### src/rtl/conv1_mxmult_pkg.sv
// Shared sizing and state type for the conv1 layer1 multiplier-array sequencer.
package conv1_mxmult_pkg;

  localparam int unsigned MX_LANES      = 25;
  localparam int unsigned MX_LANE_IN_W  = 16;
  localparam int unsigned MX_LANE_OUT_W = 32;
  localparam int unsigned MX_RES_W      = MX_LANES * MX_LANE_OUT_W;

  typedef enum logic [2:0] {
    S_IDLE,
    S_ARM,
    S_RD,
    S_FEED,
    S_WAIT,
    S_NEXT,
    S_DRAIN
  } mx_state_e;

endpackage

### src/rtl/mxmult_res_fifo.sv
// Synchronous result FIFO with fall-through head and occupancy count.
// Head data reads as zero while empty.
module mxmult_res_fifo #(
  parameter int unsigned DEPTH = 2,
  parameter int unsigned WIDTH = 8,
  localparam int unsigned CNT_W = $clog2(DEPTH + 1),
  localparam int unsigned PTR_W = (DEPTH > 1) ? $clog2(DEPTH) : 1
) (
  input  logic             clk,
  input  logic             rst,
  input  logic             push_i,
  input  logic [WIDTH-1:0] din_i,
  input  logic             pop_i,
  output logic [WIDTH-1:0] dout_o,
  output logic             valid_o,
  output logic [CNT_W-1:0] count_o
);

  logic [WIDTH-1:0] mem_q [DEPTH];
  logic [PTR_W-1:0] wr_ptr_q, rd_ptr_q;
  logic [CNT_W-1:0] cnt_q;
  logic             do_pop, do_push;

  function automatic logic [PTR_W-1:0] bump(input logic [PTR_W-1:0] p);
    return (p == PTR_W'(DEPTH - 1)) ? '0 : p + PTR_W'(1);
  endfunction

  // A push into a full FIFO is accepted when a pop frees the head slot in the same cycle.
  assign do_pop  = pop_i && (cnt_q != '0);
  assign do_push = push_i && ((cnt_q != CNT_W'(DEPTH)) || do_pop);

  always_ff @(posedge clk) begin
    if (!rst) begin
      wr_ptr_q <= '0;
      rd_ptr_q <= '0;
      cnt_q    <= '0;
    end else begin
      if (do_push) wr_ptr_q <= bump(wr_ptr_q);
      if (do_pop)  rd_ptr_q <= bump(rd_ptr_q);
      if (do_push && !do_pop)      cnt_q <= cnt_q + CNT_W'(1);
      else if (do_pop && !do_push) cnt_q <= cnt_q - CNT_W'(1);
    end
  end

  always_ff @(posedge clk) begin
    if (do_push) mem_q[wr_ptr_q] <= din_i;
  end

  assign valid_o = (cnt_q != '0);
  assign dout_o  = valid_o ? mem_q[rd_ptr_q] : '0;
  assign count_o = cnt_q;

endmodule

### src/rtl/conv1_layer1_mxmult_sched.sv
// Row sequencer for the conv1 layer1 25-lane multiplier array; results queue in a tagged FIFO.
// Build option: MXMULT_SCHED_TIMEOUT_EN adds a watchdog on the WAIT state.
module conv1_layer1_mxmult_sched
  import conv1_mxmult_pkg::*;
#(
  parameter int unsigned N_ROWS      = 25,
  parameter int unsigned ADDR_W      = 5,
  parameter int unsigned RES_W       = MX_RES_W,
  parameter int unsigned FIFO_DEPTH  = 2,
  parameter int unsigned TIMEOUT_CYC = 16
) (
  input  logic              clk,
  input  logic              rst,
  input  logic              job_start,
  input  logic [ADDR_W:0]   job_rows,
  input  logic [ADDR_W-1:0] a_base,
  input  logic [ADDR_W-1:0] fea_addr,
  output logic              job_busy,
  output logic              job_done,
  output logic              a_rd_en,
  output logic [ADDR_W-1:0] a_rd_addr,
  output logic              fea_rd_en,
  output logic [ADDR_W-1:0] fea_rd_addr,
  output logic              arr_start,
  output logic              arr_data_v,
  input  logic              arr_res_v,
  input  logic [RES_W-1:0]  arr_res,
  output logic              res_v,
  output logic [RES_W-1:0]  res_data,
  output logic [ADDR_W-1:0] res_row,
  input  logic              res_ready,
  output logic              err
);

  localparam int unsigned ROWS_W = ADDR_W + 1;
  localparam int unsigned CNT_W  = $clog2(FIFO_DEPTH + 1);

  mx_state_e               state_q, state_d;
  logic [ADDR_W-1:0]       row_q, row_d;
  logic [ADDR_W-1:0]       base_q, base_d;
  logic [ADDR_W-1:0]       fea_q, fea_d;
  logic [ROWS_W-1:0]       rows_q, rows_d;
  logic [ROWS_W-1:0]       rows_clamped;
  logic                    err_q, err_d;
  logic                    done_q, done_d;
  logic                    push;
  logic                    fifo_space;
  logic                    last_row;
  logic                    tmo_hit;
  logic [CNT_W-1:0]        fifo_cnt;
  logic [ADDR_W+RES_W-1:0] fifo_head;

  assign rows_clamped = (job_rows > ROWS_W'(N_ROWS)) ? ROWS_W'(N_ROWS) : job_rows;
  assign fifo_space   = (fifo_cnt < CNT_W'(FIFO_DEPTH));
  assign last_row     = ({1'b0, row_q} == (rows_q - ROWS_W'(1)));

`ifdef MXMULT_SCHED_TIMEOUT_EN
  localparam int unsigned TMO_W = $clog2(TIMEOUT_CYC + 1);
  logic [TMO_W-1:0] tmo_q, tmo_d;

  assign tmo_d   = (state_q == S_WAIT) ? tmo_q + TMO_W'(1) : '0;
  assign tmo_hit = (state_q == S_WAIT) && (tmo_q == TMO_W'(TIMEOUT_CYC - 1));

  always_ff @(posedge clk) begin
    if (!rst) tmo_q <= '0;
    else      tmo_q <= tmo_d;
  end
`else
  assign tmo_hit = 1'b0;
`endif

  always_ff @(posedge clk) begin
    if (!rst) begin
      state_q <= S_IDLE;
      row_q   <= '0;
      base_q  <= '0;
      fea_q   <= '0;
      rows_q  <= '0;
      err_q   <= 1'b0;
      done_q  <= 1'b0;
    end else begin
      state_q <= state_d;
      row_q   <= row_d;
      base_q  <= base_d;
      fea_q   <= fea_d;
      rows_q  <= rows_d;
      err_q   <= err_d;
      done_q  <= done_d;
    end
  end

  always_comb begin
    state_d = state_q;
    row_d   = row_q;
    base_d  = base_q;
    fea_d   = fea_q;
    rows_d  = rows_q;
    err_d   = err_q | (arr_res_v && (state_q != S_WAIT));
    done_d  = 1'b0;
    push    = 1'b0;
    unique case (state_q)
      S_IDLE: begin
        if (job_start) begin
          rows_d  = rows_clamped;
          base_d  = a_base;
          fea_d   = fea_addr;
          row_d   = '0;
          state_d = (rows_clamped == '0) ? S_DRAIN : S_ARM;
        end
      end
      S_ARM:  if (fifo_space) state_d = S_RD;
      S_RD:   state_d = S_FEED;
      S_FEED: state_d = S_WAIT;
      S_WAIT: begin
        if (arr_res_v) begin
          push    = 1'b1;
          state_d = S_NEXT;
        end else if (tmo_hit) begin
          err_d   = 1'b1;
          state_d = S_DRAIN;
        end
      end
      // Row advances only on the cycle we leave for RD, so a stall never skips a row.
      S_NEXT: begin
        if (last_row) begin
          state_d = S_DRAIN;
        end else if (fifo_space) begin
          row_d   = row_q + ADDR_W'(1);
          state_d = S_RD;
        end
      end
      S_DRAIN: begin
        if (fifo_cnt == '0) begin
          done_d  = 1'b1;
          state_d = S_IDLE;
        end
      end
      default: state_d = S_IDLE;
    endcase
  end

  mxmult_res_fifo #(
    .DEPTH(FIFO_DEPTH),
    .WIDTH(ADDR_W + RES_W)
  ) u_fifo (
    .clk    (clk),
    .rst    (rst),
    .push_i (push),
    .din_i  ({row_q, arr_res}),
    .pop_i  (res_ready),
    .dout_o (fifo_head),
    .valid_o(res_v),
    .count_o(fifo_cnt)
  );

  assign job_busy    = (state_q != S_IDLE);
  assign job_done    = done_q;
  assign a_rd_en     = (state_q == S_RD);
  assign fea_rd_en   = (state_q == S_RD);
  assign a_rd_addr   = a_rd_en ? base_q + row_q : '0;
  assign fea_rd_addr = fea_rd_en ? fea_q : '0;
  assign arr_start   = (state_q == S_ARM);
  assign arr_data_v  = (state_q == S_FEED);
  assign res_row     = fifo_head[ADDR_W+RES_W-1 -: ADDR_W];
  assign res_data    = fifo_head[RES_W-1:0];
  assign err         = err_q;

endmodule

### config.mk
export PLATFORM = sky130hd
export DESIGN_NAME = conv1_layer1_mxmult_sched
export DESIGN_NICKNAME = d
export VERILOG_FILES = /design/src/rtl/conv1_mxmult_pkg.sv /design/src/rtl/mxmult_res_fifo.sv /design/src/rtl/conv1_layer1_mxmult_sched.sv
export SDC_FILE = /design/constraint.sdc
export NUM_CORES = 2
export LEC_CHECK = 0
export BUFFER_PORTS_ARGS = -buffer_cell sky130_fd_sc_hd__clkbuf_2
export CAP_MARGIN = 10
export CORE_AREA = 2 2 634 636
export CTS_CLUSTER_SIZE = 14
export DETAILED_ROUTE_END_ITERATION = 8
export DIE_AREA = 0 0 636 638
export HOLD_SLACK_MARGIN = 0.02
export PLACE_DENSITY_LB_ADDON = 0.3
export REMOVE_ABC_BUFFERS = 1
export SYNTH_ARGS = -nofsm -noshare
export SYNTH_HDL_FRONTEND = slang
export SYNTH_SLANG_ARGS = --single-unit
### constraint.sdc
create_clock -name clk -period 41.3 [get_ports clk]
set_input_delay 4.13 -clock clk [delete_from_list [all_inputs] [get_ports clk]]
set_output_delay 4.13 -clock clk [all_outputs]
set_load 0.1 [all_outputs]
Word level (Yosys, flattened, before mapping) --
Memories as Yosys holds them, arrays and structs flattened. A register that Yosys moved wholly into a read port is not among the register bits. Index checks and enable logic that the tools add are counted.
Storage, ports and cells: bits in registers 30, memory bits (writable) 1610, bits of input ports 821, output and inout bits 823, logic and storage cells 80, memories kept 1
Operators by class: add/subtract/negate cells 7, magnitude comparators 2, equality and inequality tests 14, muxes and demuxes 26, bitwise gates (word level) 1, reductions and logical operators 19
Memories:
- u_fifo.mem_q | words 2, bits a word 805, rd ports 1, clocked after memory_dff 1, write ports 1, line mxmult_res_fifo.sv:19 | logic [WIDTH-1:0] mem_q [DEPTH];
Operator list (number):
- $mux 805 | 1
- $mux 5 | 5
- $pmux 3 s7 | 1
- $mux 3 | 6
- $ne 2x2->1 const B | 6
- $pmux 5 s2 | 1
- $eq 3x3->1 const B | 3
- $mux 1 | 9
- $eq 3x2->1 const B | 2
- $eq 5x6->1 | 1
- $gt 6x5->1 const B | 1
- $logic_not 6->1 | 1
- $mux 6 | 1
- $reduce_bool 2->1 | 3
- $sub 6x1->6 const B | 1
- $add 5x1->5 const B | 1
- $add 5x5->5 | 1
- $logic_and 1x1->1 | 5
- $mux 2 | 2
- $reduce_and 2->1 | 2
- $reduce_and 4->1 | 1
- $eq 3x1->1 const B | 1
- $logic_not 3->1 | 1
- $ne 3x3->1 const B | 1
- other kinds (10) | 12

Logic depth before layout (Yosys ltp) --
word-level depth 8, gate-level depth with buffers 8, gate-level depth less buffers 7

By module --
Synthesis repeated with hierarchy kept, for this count alone.
Unflattened totals: cell total of the unflattened synthesis 3615, area total of the unflattened synthesis 62494.9 sq um
By module, submodules not included:
- mxmult_res_fifo | instances 1, cells an instance 3424, area an instance 60976.0 sq um, sequential area each 48446.5 sq um
- conv1_layer1_mxmult_sched | instances 1, cells an instance 191, area an instance 1519.0 sq um, sequential area each 520.5 sq um

Worst setup path before layout --
No wires, ideal clock.
kind input to register, start in res_ready, end mem u_fifo.mem_q[0][0] (netlist bit), enable pin, library setup time 2.093 ns, arrival time 39.875 ns, slack -0.668 ns, cell stages on the path 3, path buffers 0, cells stage by stage nor2_1 > a2111oi_2 > nor2b_1
On the way: longest elaborated chain between the ends 5
Ends and longest elaborated chain:
- start, declared | line conv1_layer1_mxmult_sched.sv:31 | input logic res_ready,
- $logic_and 1x1->1 | line mxmult_res_fifo.sv:29 | assign do_pop = pop_i && (cnt_q != '0);
- $logic_or 1x1->1 | line mxmult_res_fifo.sv:30 | assign do_push = push_i && ((cnt_q != CNT_W'(DEPTH)) || do_pop);
- $logic_and 1x1->1 | line mxmult_res_fifo.sv:30
- named net u_fifo.do_push | line mxmult_res_fifo.sv:22 | logic do_pop, do_push;
- $mux 1 | line mxmult_res_fifo.sv:46 | if (do_push) mem_q[wr_ptr_q] <= din_i;
- $mux 1 (implied by the code) | line mxmult_res_fifo.sv:46
- end, declared | line mxmult_res_fifo.sv:19
The timed path passes the listed nets, and every way through them passes these cells.

Worst setup path in the final report --
start reg u_fifo.cnt_q[1], in the netlist u_fifo.count_o[1], end out res_data[458]
On the way: longest elaborated chain between the ends 2
Ends and longest elaborated chain:
- start, declared | line mxmult_res_fifo.sv:21 | logic [CNT_W-1:0] cnt_q;
- start signal, assigned | line mxmult_res_fifo.sv:40 | if (do_push && !do_pop) cnt_q <= cnt_q + CNT_W'(1);
- start signal, assigned | line mxmult_res_fifo.sv:41 | else if (do_pop && !do_push) cnt_q <= cnt_q - CNT_W'(1);
- $reduce_bool 2->1 | line mxmult_res_fifo.sv:49 | assign valid_o = (cnt_q != '0);
- $mux 805 | line mxmult_res_fifo.sv:50 | assign dout_o = valid_o ? mem_q[rd_ptr_q] : '0;
- end, declared | line conv1_layer1_mxmult_sched.sv:29 | output logic [RES_W-1:0] res_data,
Every way passes these cells.

==> impl_summary.log <==
INFO  metric run_status = finished clean
INFO  metric port-buffer-count = 1,643
INFO  metric critical_path_class = reg2out
INFO  metric final_max_slew_viol_count = 0
INFO  metric max_freq = 0.1022 GHz
INFO  metric cts_tree = yes
INFO  metric ys_warns = 0
INFO  metric tns = 0 ps
INFO  metric post_detail_place_hpwl = 214,100 um
INFO  metric crit_chain = nor2_4 > buf_12 > buf_4 > buf_4 > buf_4 > buf_4 > nor2_1 > clkbuf_2
INFO  metric std_cell_rows = 232
INFO  metric worst_r2r_path_depth = 8
INFO  metric finalCriticalPeriod = 9787 ps
INFO  metric detail_route.wirelength = 274,300 um
INFO  metric routed-via-count = 38,630
INFO  metric post_cts_resize_count = 0
INFO  metric grt_pass1_vias = 39,170
INFO  metric timing.final.crit_share = 23.70%
INFO  metric leakagePower = 28.78 nW
INFO  metric cts-root-to-sink-buffers = 4
INFO  metric hold_path_depth = 2
INFO  metric timing.critical_path.slowest_cell_delay = 760 ps
INFO  metric cts_setup_buffers = 0
INFO  metric htree_num_levels = 4
INFO  metric postRouteAntennaNets = 0
INFO  metric ys_ff_latch = 1,641
INFO  metric layout_commonest_cell = sky130_fd_sc_hd__clkbuf_2
INFO  metric clk_latency = 900 ps
INFO  metric crit_required = 37,170 ps
INFO  metric avgSynthCellArea = 17.09 um^2
INFO  metric worst_slack = 31,510 ps
INFO  metric layout.area.seq = 48,970 um^2
INFO  metric detailedPlace.worstSlack = 31,310 ps
INFO  metric die_w = 636 um
INFO  metric wl_per_cell = 25.43 um
INFO  metric initial_utilization = 15.56%
INFO  metric start_kind = flip-flop
INFO  metric layout-area-overhead-vs-synth = 34.32%
INFO  metric critical_path.most_common_cell = sky130_fd_sc_hd__buf_4
INFO  metric cp_num_buf_inv = 6
INFO  metric min-delay-path-class = reg2reg
INFO  metric place_congestion = 0.9098
INFO  metric largest_net_degree_at_the_start_of_global_routing = 153
INFO  metric power_frac_comb = 45.8%
INFO  metric worstPathMaxFanout = 145
INFO  metric clock_sink_count = 1,641
INFO  metric number_of_vias_per_cell_after_detailed_routing = 3.581
INFO  metric multi_input_comb_area = 12,210 um^2
INFO  metric timing.critical_path.slowest_stage_cell = sky130_fd_sc_hd__buf_4
INFO  metric logic_depth_of_the_worst_setup_path_including_buffers = 8
INFO  metric synth.distinct_cells = 47
INFO  metric power.ir.vdd_worst = 0.06486 mV
INFO  metric detail_route.drc_violations = 0
INFO  metric detailedRoute.firstIterationViolations = 2,619
INFO  metric layout.nets = 6,162
INFO  metric antenna_found_initial = 200
INFO  metric timing_hold_violations_final = 0
INFO  metric synth-edff-count = 1,610
INFO  metric core_area = 398,600 um^2
INFO  metric groute.usage.overall = 12.89%
INFO  metric tritoncts.num_buffers = 199
INFO  metric grt_pass1_wl = 358,300 um
INFO  metric synth_cells = 3,627
INFO  metric maxCapViolCount = 0
INFO  metric critPathCaptureType = primary output
INFO  metric most-common-layout-cells = sky130_fd_sc_hd__clkbuf_2 (1,643), sky130_fd_sc_hd__edfxtp_1 (1,610), sky130_fd_sc_hd__nor2_1 (825), sky130_fd_sc_hd__mux2i_1 (810), sky130_fd_sc_hd__clkbuf_16 (205)
INFO  metric worstMarginPinSlew = 1283 ps
INFO  metric clk_pin_slew = 60 ps
INFO  metric cellInternalPower = 3.317 mW
INFO  metric worst_path_arrival_time = 5660 ps
INFO  metric power.switching = 3.419 mW
INFO  metric root_buf_cell = sky130_fd_sc_hd__clkbuf_16
INFO  metric dieArea = 405,800 um^2
INFO  metric filler_cell_count = 42,700
INFO  metric synth_area = 62,000 um^2
INFO  metric share_clk_of_total_power = 26.7%
INFO  metric drt_first_pass_iters = 5
INFO  metric synth.yosys.seq_area_share = 78.98%
INFO  metric timing.slew.headroom = 14.44%
INFO  metric rsz_0062_raised_after_global_routing = no
INFO  metric synth-async-reset-ratio = 0%
INFO  metric drive_gt1_share = 36.63%
INFO  metric synth_flop_cell = sky130_fd_sc_hd__edfxtp_1
INFO  metric pin_count = 1,644
INFO  metric timing.final.setup_violations = 0
INFO  metric cts_hold_buf = 0
INFO  metric cp_top_family = buffers and inverters
INFO  metric p_seq_share = 27.5%
INFO  metric power.share.switching = 50.75%
INFO  metric fin_worst_skew = 42.01 ps
INFO  metric globalRouteOverflowTotal = 0
INFO  metric power_per_cell_area = 80.89 nW/um^2
INFO  metric die-height = 638 um
[Yosys cell counts, types with 8 or more instances]
| library cell | n | area (um^2) |
|---|---|---|
| sky130_fd_sc_hd__edfxtp_1 | 1610 | 48350 |
| sky130_fd_sc_hd__nor2_1 | 826 | 3100 |
| sky130_fd_sc_hd__mux2i_1 | 810 | 8108 |
| sky130_fd_sc_hd__clkbuf_1 | 119 | 446.7 |
| sky130_fd_sc_hd__buf_2 | 55 | 275.3 |
| sky130_fd_sc_hd__nand2_1 | 33 | 123.9 |
| sky130_fd_sc_hd__dfxtp_1 | 31 | 620.6 |
| sky130_fd_sc_hd__a21oi_1 | 19 | 95.09 |
| sky130_fd_sc_hd__buf_1 | 16 | 60.06 |
| sky130_fd_sc_hd__inv_1 | 11 | 41.29 |
| sky130_fd_sc_hd__and3_1 | 10 | 62.56 |
| sky130_fd_sc_hd__xnor2_1 | 9 | 78.83 |
| sky130_fd_sc_hd__o21ai_0 | 8 | 40.04 |
[flip-flops by register name, summed over array words and instances (netlist names), named ones only]
signal,flops
err,1
u_fifo.rd_ptr_q,1
u_fifo.mem_q,1610
row_q,5
rows_q,6
state_q,3
u_fifo.count_o,2
u_fifo.wr_ptr_q,1
base_q,5
job_done,1
fea_q,5
[logic make-up after synthesis]
family | share of synthesized area (%)
xor gates and xnor gates | 0.2200
muxes | 13.08
buffers and inverters | 1.346
and+or+nand+nor | 5.613
AOI/OAI and AO/OA | 0.5853
adders and majority gates | 0.1736
DFF | 78.98
[metrics by stage]
| step | power (mW) | utilization, % | std cells | instance area [um^2] | hold WS (ps) |
|---|---|---|---|---|---|
| floorplan | 5.090 | - | 3436 | 61210 | 431.9 |
| global route | 6.962 | 20.89 | 10770 | 83240 | 483.4 |
| detailed placement | 5.022 | 19.20 | 10400 | 76510 | 445.4 |
| finish | 6.736 | 20.89 | 10790 | 83270 | 452.2 |
| global placement | 5.016 | 19.20 | 10400 | 76510 | 439.4 |
| CTS | 6.847 | 20.88 | 10760 | 83200 | 453.9 |
[final timing paths]
| path | from | to | slack [ps] |
|---|---|---|---|
| worst max register to register | state_q[1] | u_fifo.mem_q[1][435] | 34800 |
| worst max-delay path | u_fifo.count_o[1] | res_data[458] | 31510 |
| worst min-delay path | fea_q[4] | fea_q[4] | 450 |
| worst min register to register | fea_q[4] | fea_q[4] | 450 |
[per-layer routing]
layer | vias up | global-route usage (%) | routed length [um]
met5 | - | 0 | 472
met2 | 1644 | 21.96 | 134400
met1 | 19420 | 15.15 | 108100
li1 | 16990 | - | -
met3 | 508 | 4.628 | 23140
met4 | 70 | 3.746 | 8180
[tightest hold or removal path: stages, from the launching register on]
cell,delay (ps)
sky130_fd_sc_hd__dfxtp_1,300
sky130_fd_sc_hd__nand2_1,50
sky130_fd_sc_hd__a21oi_1,50
[power groups by stage]
stage / combinational (mW) / sequential [mW] / clock [mW]
floorplan: 3.10 / 1.99 / 0
global placement: 3.13 / 1.89 / 0
detailed placement: 3.13 / 1.89 / 0
CTS: 3.14 / 1.85 / 1.86
global route: 3.19 / 1.85 / 1.92
finish: 3.08 / 1.85 / 1.80
[cell type report]
cell class	instances	share of cell area (%)
tap	5265	7.911
multi-input combinational	1783	14.66
inverter	12	0.05409
clock inverter	132	1.740
timing repair buffer	1696	10.44
sequential	1641	58.81
clock buffer	229	6.292
antenna	30	0.09015
Power figures use the tool's default switching activity.
